<file path="src/rtl/mux_scan_serializer.sv">
// mux_scan_serializer: serializes a 16-bit word LSB-first through an external 16:1 mux.
// Define MUX_SCAN_PARITY_EN to append an even-parity bit to every frame.
module mux_scan_serializer (
  input  logic        clk,
  input  logic        rst_n,
  input  logic        load_valid,
  input  logic [15:0] load_data,
  output logic        load_ready,
  output logic [15:0] mux_inp,
  output logic [3:0]  sel,
  input  logic        mux_out,
  output logic        ser_valid,
  output logic        ser_data,
  input  logic        ser_ready,
  output logic        ser_last,
  output logic        busy
);
`ifdef MUX_SCAN_PARITY_EN
  typedef enum logic [1:0] {IDLE, SHIFT, PARITY} state_t;
  logic acc_q, acc_d;
`else
  typedef enum logic [1:0] {IDLE, SHIFT} state_t;
`endif
  state_t      state_q, state_d;
  logic [15:0] inp_q, inp_d;
  logic [3:0]  sel_q, sel_d;
  assign mux_inp = inp_q;
  assign sel     = sel_q;
  always_ff @(posedge clk or negedge rst_n) begin
    if (!rst_n) begin
      state_q <= IDLE;
      inp_q   <= 16'h0000;
      sel_q   <= 4'h0;
`ifdef MUX_SCAN_PARITY_EN
      acc_q   <= 1'b0;
`endif
    end else begin
      state_q <= state_d;
      inp_q   <= inp_d;
      sel_q   <= sel_d;
`ifdef MUX_SCAN_PARITY_EN
      acc_q   <= acc_d;
`endif
    end
  end
  always_comb begin
    state_d    = state_q;
    inp_d      = inp_q;
    sel_d      = sel_q;
`ifdef MUX_SCAN_PARITY_EN
    acc_d      = acc_q;
`endif
    load_ready = 1'b0;
    ser_valid  = 1'b0;
    ser_data   = 1'b0;
    ser_last   = 1'b0;
    busy       = 1'b0;
    case (state_q)
      IDLE: begin
        load_ready = 1'b1;
        if (load_valid) begin
          inp_d   = load_data;
          sel_d   = 4'h0;
          state_d = SHIFT;
`ifdef MUX_SCAN_PARITY_EN
          acc_d   = 1'b0;
`endif
        end
      end
      SHIFT: begin
        busy      = 1'b1;
        ser_valid = 1'b1;
        ser_data  = mux_out;
`ifndef MUX_SCAN_PARITY_EN
        ser_last  = sel_q == 4'hF;
`endif
        if (ser_ready) begin
          // sel wraps 15 -> 0 naturally at the end of the data bits
          sel_d = sel_q + 4'h1;
`ifdef MUX_SCAN_PARITY_EN
          acc_d = acc_q ^ mux_out;
          if (sel_q == 4'hF) state_d = PARITY;
`else
          if (sel_q == 4'hF) state_d = IDLE;
`endif
        end
      end
`ifdef MUX_SCAN_PARITY_EN
      PARITY: begin
        busy      = 1'b1;
        ser_valid = 1'b1;
        ser_data  = acc_q;
        ser_last  = 1'b1;
        if (ser_ready) state_d = IDLE;
      end
`endif
      default: state_d = IDLE;
    endcase
  end
endmodule

</file>
<file path="config.mk">
export PLATFORM = sky130hd
export DESIGN_NAME = mux_scan_serializer
export DESIGN_NICKNAME = d
export VERILOG_FILES = /design/src/rtl/mux_scan_serializer.sv
export SDC_FILE = /design/constraint.sdc
export NUM_CORES = 1
export LEC_CHECK = 0
export CAP_MARGIN = 20
export CORE_MARGIN = 1.5
export CORE_UTILIZATION = 42
export DETAILED_ROUTE_END_ITERATION = 8
export HOLD_SLACK_MARGIN = 0.1
export PLACE_DENSITY = 0.84
export SETUP_SLACK_MARGIN = 0.3
export SYNTH_ARGS = -nofsm -noshare
export SYNTH_HDL_FRONTEND = slang
export SYNTH_SLANG_ARGS = --single-unit
</file>
<file path="constraint.sdc">
create_clock -name clk -period 2.51 [get_ports clk]
set_clock_uncertainty 0.15 [all_clocks]
set_input_delay 0.3765 -clock clk [delete_from_list [all_inputs] [get_ports clk]]
set_output_delay 0.3765 -clock clk [all_outputs]
set_load 0.02 [all_outputs]
</file>
* Yosys cells after proc, flatten, opt, wreduce, memory -nomap -nowiden
Index checks and enable logic that the tools add are counted.
** Storage, ports and cells
- Word-level logic and storage cells :: 25
- Output and inout port bits :: 25
- Input port bits :: 21
- Flip-flop bits (word level) :: 22
** Cells by class
- Eq/ne operators :: 5
- Reduce and logical (&&, ||, !) cells :: 5
- Add/subtract/negate cells :: 1
- Multiplexer cells :: 11
** Operator list (number)
- 4-bit two-way mux :: 2
- 4-bit case mux with 2 select lines :: 1
- 2-bit two-way mux :: 3
- 2-bit != test, second input constant :: 3
- 3-bit AND reduction :: 2
- 4-bit by 1-bit adder with 4-bit output, second input constant :: 1
- 4-bit equality test, second input constant :: 1
- 1-bit two-way mux :: 4
- 2-bit case mux with 2 select lines :: 1
- 2-bit by 1-bit equality test with 1-bit output, second input constant :: 1
- 2-bit logical NOT :: 1
- 2-bit AND reduction :: 1
- 2-bit nonzero test :: 1

* Logic depth before layout (Yosys ltp)
Gate-level depths: netlist of the first run.
- Word-level depth :: 4
- Depth in mapped cells :: 4
- Mapped depth without buffers :: 4

* Worst setup path before layout of the first run
No wires, ideal clock.
- Kind :: reg-to-output
- Start point :: register sel_q[0] (netlist: sel[0])
- End point :: output port ser_last
- Required time :: 1.984 ns
- Data arrival time :: 1.004 ns
- Path slack :: 0.979 ns
- Stages on the path, launching flop included :: 3
- Buffers on the path :: 0
- Cell sequence :: dfrtp_1 ha_1 and4_1
** Between the ends
- Word-level cells in the longest chain between the ends :: 2
** Ends and longest elaborated chain
- start, declared :: line 26 : logic [3:0] sel_q, sel_d;
- start signal, assigned :: line 40 : sel_q <= sel_d;
- 4-bit equality test :: line 75 : ser_last = sel_q == 4'hF;
- 1-bit two-way mux :: line 58 : case (state_q)
- end, declared :: line 15 : output logic ser_last,
No other way between the ends.

* Worst setup path after layout of the first run
- Start point :: register state_q[0]
- End point :: output port ser_data
** Between the ends
- Word-level cells in the longest chain between the ends :: 2
** Ends and longest elaborated chain
- start, declared :: line 24 : state_t state_q, state_d;
- start signal, assigned :: line 38 : state_q <= state_d;
- 2-bit by 1-bit equality test with 1-bit output :: line 58
- 1-bit two-way mux :: line 58
- end, declared :: line 13 : output logic ser_data,
No other way between the ends.

==> impl_metrics.env, run 1 <==
export IMPL_outcome="finished, final reports clean"
export IMPL_r2r_slack_ps=1080
export IMPL_cts_inserted_buffers=3
export IMPL_slew_viol_final=0
export IMPL_grt_pass1_vias=669
export IMPL_fillCellCount=152
export IMPL_synth_top_family_by_area="multiplexers"
export IMPL_yosysMostFrequentCell="dfrtp_1"
export IMPL_cts_hold_buffers=0
export IMPL_hold_viol_final=0
export IMPL_synth_adder_area_share_pct=1.37
export IMPL_crit_fanout=7
export IMPL_grt_pass1_wl_mm=3.27
export IMPL_layout_nets=133
export IMPL_numClockSinks=21
export IMPL_syn_inst=61
export IMPL_htree_levels=1
export IMPL_min_period_ps=2070
export IMPL_grt_setup_unrepaired="false"
export IMPL_syn_avg_cell_area_um2=15.0
export IMPL_synth_area_leader_cell="dfrtp_1"
export IMPL_grt_use_total_pct=17.8
export IMPL_dieArea_um2=2470
export IMPL_ys_top_cells_by_count="21 x dfrtp_1, 10 x mux2_4, 6 x mux2_2"
export IMPL_num_antenna_cells=0
export IMPL_critical_path_required_ps=1980
export IMPL_startpoint_type="register"
export IMPL_synth_compound_area_share_pct=3.01
export IMPL_cp_arrival_ps=1540
export IMPL_synth_flop_cell="dfrtp_1"
export IMPL_drcViolationCount=0
export IMPL_maxCapViolations=0
export IMPL_rows=16
export IMPL_port_buffers=45
export IMPL_syn_to_final_growth_pct=54.2
export IMPL_seqCellArea_um2=526
export IMPL_whs_ps=265
export IMPL_synthSimpleGateAreaFrac_pct=5.75
export IMPL_gp_congestion=0.744
export IMPL_netlist_area_um2=915
export IMPL_fin_crit_sh_pct=82.3
export IMPL_post_dp_hpwl_mm=1.48
export IMPL_vias=667
export IMPL_yosys_warnings=0
export IMPL_fp_dieH_um=49.7
export IMPL_grt_max_degree=22
export IMPL_clkLatencyLatePin_ps=290
export IMPL_synth_top_area_share_pct=57.5
export IMPL_rr_endpoint="mux_inp[12]"
export IMPL_die_x_um=49.7
export IMPL_syn_nets=83
export IMPL_routedWlPerCell_um=14.3
export IMPL_core_area_um2=2000
export IMPL_setup_viol_count_final=0
export IMPL_max_slew_margin_pct=82.9
export IMPL_first_pass_iters=4
export IMPL_worst_pin_slew_ps=257
export IMPL_cts_root_buf="clkbuf_4"
export IMPL_ff2ff_path_depth=3
export IMPL_finalPower_mw=1.66
export IMPL_synth_area_leaders="dfrtp_1 57%, mux2_4 16%, mux2_2 7.4%, buf_12 2.2%, nand2_1 2.1%"
export IMPL_ios=46
export IMPL_clkTransAtPathRegs_ps=110
export IMPL_post_route_util_pct=70.4
export IMPL_vias_per_cell=4.87
export IMPL_p_leak_nw=0.623
export IMPL_antenna_found_initial=0
export IMPL_synth_seq_area_share_pct=57.5
export IMPL_powerDensity_nw_per_um2=1180
export IMPL_synthMuxAreaShare_pct=24.9
export IMPL_drtIter0Drc=5
export IMPL_grt_overflow=0
export IMPL_drtAntennaViolNets=0
export IMPL_max_freq_mhz=484
export IMPL_cts_tree="built"
export IMPL_start_util_pct=45.7
export IMPL_r2r_start="state_q[0]"
export IMPL_async_flop_share_pct=100
export IMPL_worst_setup_path_type="register to primary output"
export IMPL_min_path_type="primary input to async pin"
export IMPL_wl_mm=1.96
export IMPL_drive_gt1_share_pct=20.9
export IMPL_synth_cell_types=20
export IMPL_clockBufferDepth=2
export IMPL_synth_seq_cells=21
export IMPL_end_kind="primary output"
export IMPL_ir_worst_vdd_v=0.000627
export IMPL_multiInputGateArea_um2=347
export IMPL_fin_setup_tns_ps=0
export IMPL_synth_edff_count=0
export IMPL_synth_xor_area_share_pct=2.87
==> timing repair <==
item                       4_1_cts  5_1_grt
setup endpoints to repair        1        1
pin swaps                        0        0
gates resized for setup          1        1
buffers inserted                 0        0
==> how the worst max path moves through the flow <==
stage                     from  cells past startpoint          to  slack [ps]
global placement       mux_out                      3    ser_data         450
global route        state_q[0]                      2    ser_data         380
detailed placement     mux_out                      3    ser_data         450
finish              state_q[0]                      2    ser_data         440
CTS                 state_q[0]                      2  load_ready         370
floorplan               sel[0]                      2    ser_last         980
==> cell type report <==
type	instances	area share (%)
Timing Repair Buffer	48	33.6
Inverter	1	0.266
Clock buffer	4	1.86
Multi-Input combinational cell	36	24.6
Tap cell	27	2.40
Sequential cell	21	37.3
==> placed cells by master (no fill, tap or decap), types with 2 or more instances in the layout <==
cell,count
buf_4,3
clkbuf_4,3
clkdlybuf4s50_1,43
dfrtp_1,21
mux2_2,6
mux2_4,10
nand2_1,5
o21ai_0,2
o22ai_1,2
xor2_1,2
==> routing by layer <==
layer	vias to the layer above	global-route usage [%]	wire length, um
met4	0	6.94	25
met2	35	30.2	941
met3	4	4.85	162
met5	-	0	0
met1	322	21.3	826
li1	306	-	-
==> logic make-up (layout without fill, tap and decap cells) <==
logic type               Yosys count  in the layout
AND/OR/NAND/NOR                   10             10
XOR/XNOR                           3              3
buffers and inverters              4             53
adder cells (fa/ha/maj)            1              1
AO/OA/AOI/OAI                      5              5
multiplexers                      17             17
flip-flops                        21             21
==> through the flow <==
| stage | setup slack (ps) | cell area [um^2] | cells |
|---|---|---|---|
| 2_1_floorplan | 979 | 915 | 61 |
| 3_3_place_gp | 454 | 1380 | 133 |
| 3_5_place_dp | 454 | 1380 | 133 |
| 4_1_cts | 366 | 1410 | 137 |
| 5_1_grt | 379 | 1410 | 137 |
| 6_report | 443 | 1410 | 137 |
==> worst max-delay path, stage by stage (launching register included) <==
cell and delay (ps):
dfrtp_1 490, and2_1 160, clkdlybuf4s50_1 590
==> registers in the layout (all words and copies together), names as in the netlist <==
name     flops
state_q      1
mux_inp     16
sel          4
==> power breakdown <==
group	total [mW]	internal (mW)	switching [mW]
clock network	0.158	0.0619	0.0964
registers	0.617	0.499	0.118
logic	0.886	0.501	0.385
total	1.66	1.06	0.599
No activity file was read; power rests on OpenSTA's default activity.
==> run 2, diff against run 1 <==
--- a/config.mk
+++ b/config.mk
@@ -7,10 +7,10 @@
 export LEC_CHECK = 0
 export CAP_MARGIN = 20
 export CORE_MARGIN = 1.5
-export CORE_UTILIZATION = 42
+export CORE_UTILIZATION = 35
 export DETAILED_ROUTE_END_ITERATION = 8
 export HOLD_SLACK_MARGIN = 0.1
-export PLACE_DENSITY = 0.84
+export PLACE_DENSITY = 0.74
 export SETUP_SLACK_MARGIN = 0.3
 export SYNTH_ARGS = -nofsm -noshare
 export SYNTH_HDL_FRONTEND = slang
==> constraint.sdc (replaced) <==
create_clock -name clk -period 1.9 [get_ports clk]
set_clock_uncertainty 0.15 [all_clocks]
set_input_delay 0.285 -clock clk [delete_from_list [all_inputs] [get_ports clk]]
set_output_delay 0.285 -clock clk [all_outputs]
set_load 0.02 [all_outputs]
==> run 2 against run 1 <==
Routed wire length fell by 0.61%. Combinational power rose by 25%. Sequential share of layout area fell by 0.69 points. Critical path depth rose by 1. Critical endpoint is now ser_last. Register-to-register slack got worse by 700 ps. Clock-buffer cell count fell by 1. Sequential power rose by 26%. Final cell count rose by 6.6%. Cell area rose by 2.1%. First-iteration DRC count rose to 3.0 times the previous value.
==> impl_metrics.env, run 2 (synthesis results as in run 1) <==
export IMPL_outcome="finished, final reports clean"
export IMPL_largest_register_ffs=16
export IMPL_start_util_pct=36.9
export IMPL_antenna_found_initial=0
export IMPL_p_seq_share_pct=37.2
export IMPL_grt_setup_unrepaired="true"
export IMPL_dpl_instance_area_um2=1430
export IMPL_vias=688
export IMPL_maxCapViolations=0
export IMPL_drtIter0Drc=15
export IMPL_place_ws_ps=20.7
export IMPL_grt_overflow=0
export IMPL_clockPowerShare_pct=10.0
export IMPL_clockBufferDepth=2
export IMPL_drcViolationCount=0
export IMPL_sw_frac_of_total_pct=37.9
export IMPL_p_sw_mw=0.794
export IMPL_grt_pass1_wl_mm=2.93
export IMPL_worst_pin_slew_ps=251
export IMPL_hold_viol_final=0
export IMPL_whs_ps=167
export IMPL_cts_root_buf="clkbuf_4"
export IMPL_worst_slack_ps=227
export IMPL_post_dp_hpwl_mm=1.51
export IMPL_powerDensity_nw_per_um2=1460
export IMPL_ir_worst_vdd_v=0.000793
export IMPL_setup_viol_count_final=0
export IMPL_min_period_ps=1670
export IMPL_syn_to_final_growth_pct=57.5
export IMPL_rows=18
export IMPL_drtAntennaViolNets=0
export IMPL_max_slew_margin_pct=83.2
export IMPL_worst_setup_path_type="register to primary output"
export IMPL_gp_congestion=0.808
export IMPL_routedWlPerCell_um=13.3
export IMPL_cp_arrival_ps=1240
export IMPL_crit_start="sel[0]"
export IMPL_crit_fanout=2
export IMPL_vias_per_cell=4.71
export IMPL_r2r_start="state_q[0]"
export IMPL_max_freq_mhz=598
export IMPL_p_leak_nw=0.677
export IMPL_htree_levels=1
export IMPL_grt_pass1_vias=692
export IMPL_drive_gt1_share_pct=31.0
export IMPL_min_path_type="primary input to async pin"
export IMPL_layout_common_cells="20 x clkdlybuf4s50_1, 20 x dfrtp_1, 20 x dlygate4sd2_1"
export IMPL_fillCellCount=228
export IMPL_first_pass_iters=5
export IMPL_clkLatencyLatePin_ps=290
export IMPL_wl_mm=1.94
export IMPL_design_area_um2=1440
export IMPL_startpoint_type="register"
export IMPL_cts_inserted_buffers=3
export IMPL_numClockSinks=21
export IMPL_grt_max_degree=22
export IMPL_pwr_share_comb_pct=52.9
export IMPL_dieArea_um2=2930
export IMPL_cts_tree="built"
export IMPL_core_area_um2=2480
export IMPL_end_kind="primary output"
export IMPL_port_buffers=45
export IMPL_die_x_um=54.1
export IMPL_post_route_util_pct=58.1
export IMPL_grt_use_total_pct=14.2
export IMPL_critical_path_required_ps=1460
export IMPL_layout_nets=139
export IMPL_fin_crit_sh_pct=88.1
export IMPL_fin_setup_tns_ps=0
export IMPL_cts_hold_buffers=0
export IMPL_fp_dieH_um=54.1
export IMPL_clkTransAtPathRegs_ps=120
export IMPL_ios=46
export IMPL_p_int_mw=1.30
export IMPL_num_antenna_cells=0
export IMPL_slew_viol_final=0
[run 2: cell types whose count changed in the layout (fill, tap and decap cells not counted), moves of 2 or more]
cell / before / now
dlygate4sd2_1: 1 / 20
buf_12: 0 / 2
clkdlybuf4s50_1: 43 / 20
buf_2: 0 / 2
buf_4: 3 / 8
clkbuf_2: 0 / 2
[run 2: repair_timing]
| item | in CTS | in global routing |
|---|---|---|
| setup buffers | 1 | 1 |
| resized for setup | 35 | 5 |
| pin swaps | 0 | 1 |
| setup endpoints to repair | 25 | 4 |
[run 2: worst paths after layout]
path | slack [ps] | endpoint | cells past startpoint
worst max-delay path | 230 | ser_last | 3
worst min-delay path | 170 | mux_inp[1] | 2
worst max register to register | 380 | mux_inp[15] | 4
worst min register to register | 360 | mux_inp[0] | 1
max in group asynchronous | 1210 | state_q[0] | 2
min in group clk | 360 | mux_inp[0] | 1
[run 2: final cells by class]
| class | count | area [um^2] | share of cell area (%) |
|---|---|---|---|
| Inverter | 1 | 3.75 | 0.261 |
| Multi-Input combinational cell | 36 | 347 | 24.1 |
| Clock buffer | 3 | 22.5 | 1.56 |
| Sequential cell | 21 | 527 | 36.6 |
| Tap cell | 30 | 37.5 | 2.61 |
| Clock inverter | 1 | 7.51 | 0.521 |
| Timing Repair Buffer | 54 | 495 | 34.4 |
[run 2: routing by layer]
metal | GRT usage, % | vias up | part of all wire [%]
met4 | 7.50 | 0 | 1.7
met3 | 3.06 | 2 | 8.3
met5 | 0 | - | 0
met1 | 15.7 | 336 | 40
met2 | 25.1 | 27 | 50
li1 | - | 323 | -
[run 2: metrics by stage]
stage	cells	total power [mW]
2_1_floorplan	61	1.44
3_5_place_dp	140	2.06
4_1_cts	145	2.13
5_1_grt	146	2.25
6_report	146	2.10
3_3_place_gp	140	2.01
[run 2: power by group through the flow]
| stage | clock network [mW] | logic [mW] | registers, mW |
|---|---|---|---|
| CTS | 0.226 | 1.12 | 0.785 |
| finish | 0.209 | 1.11 | 0.779 |
| global placement | 0 | 1.23 | 0.785 |
| detailed placement | 0 | 1.25 | 0.805 |
| global route | 0.243 | 1.19 | 0.812 |
| floorplan | 0 | 0.369 | 1.07 |
[run 2: critical path, stage by stage (launching register included)]
cell and delay (ps):
dfrtp_1 410, ha_1 210, and4_1 170, buf_4 160
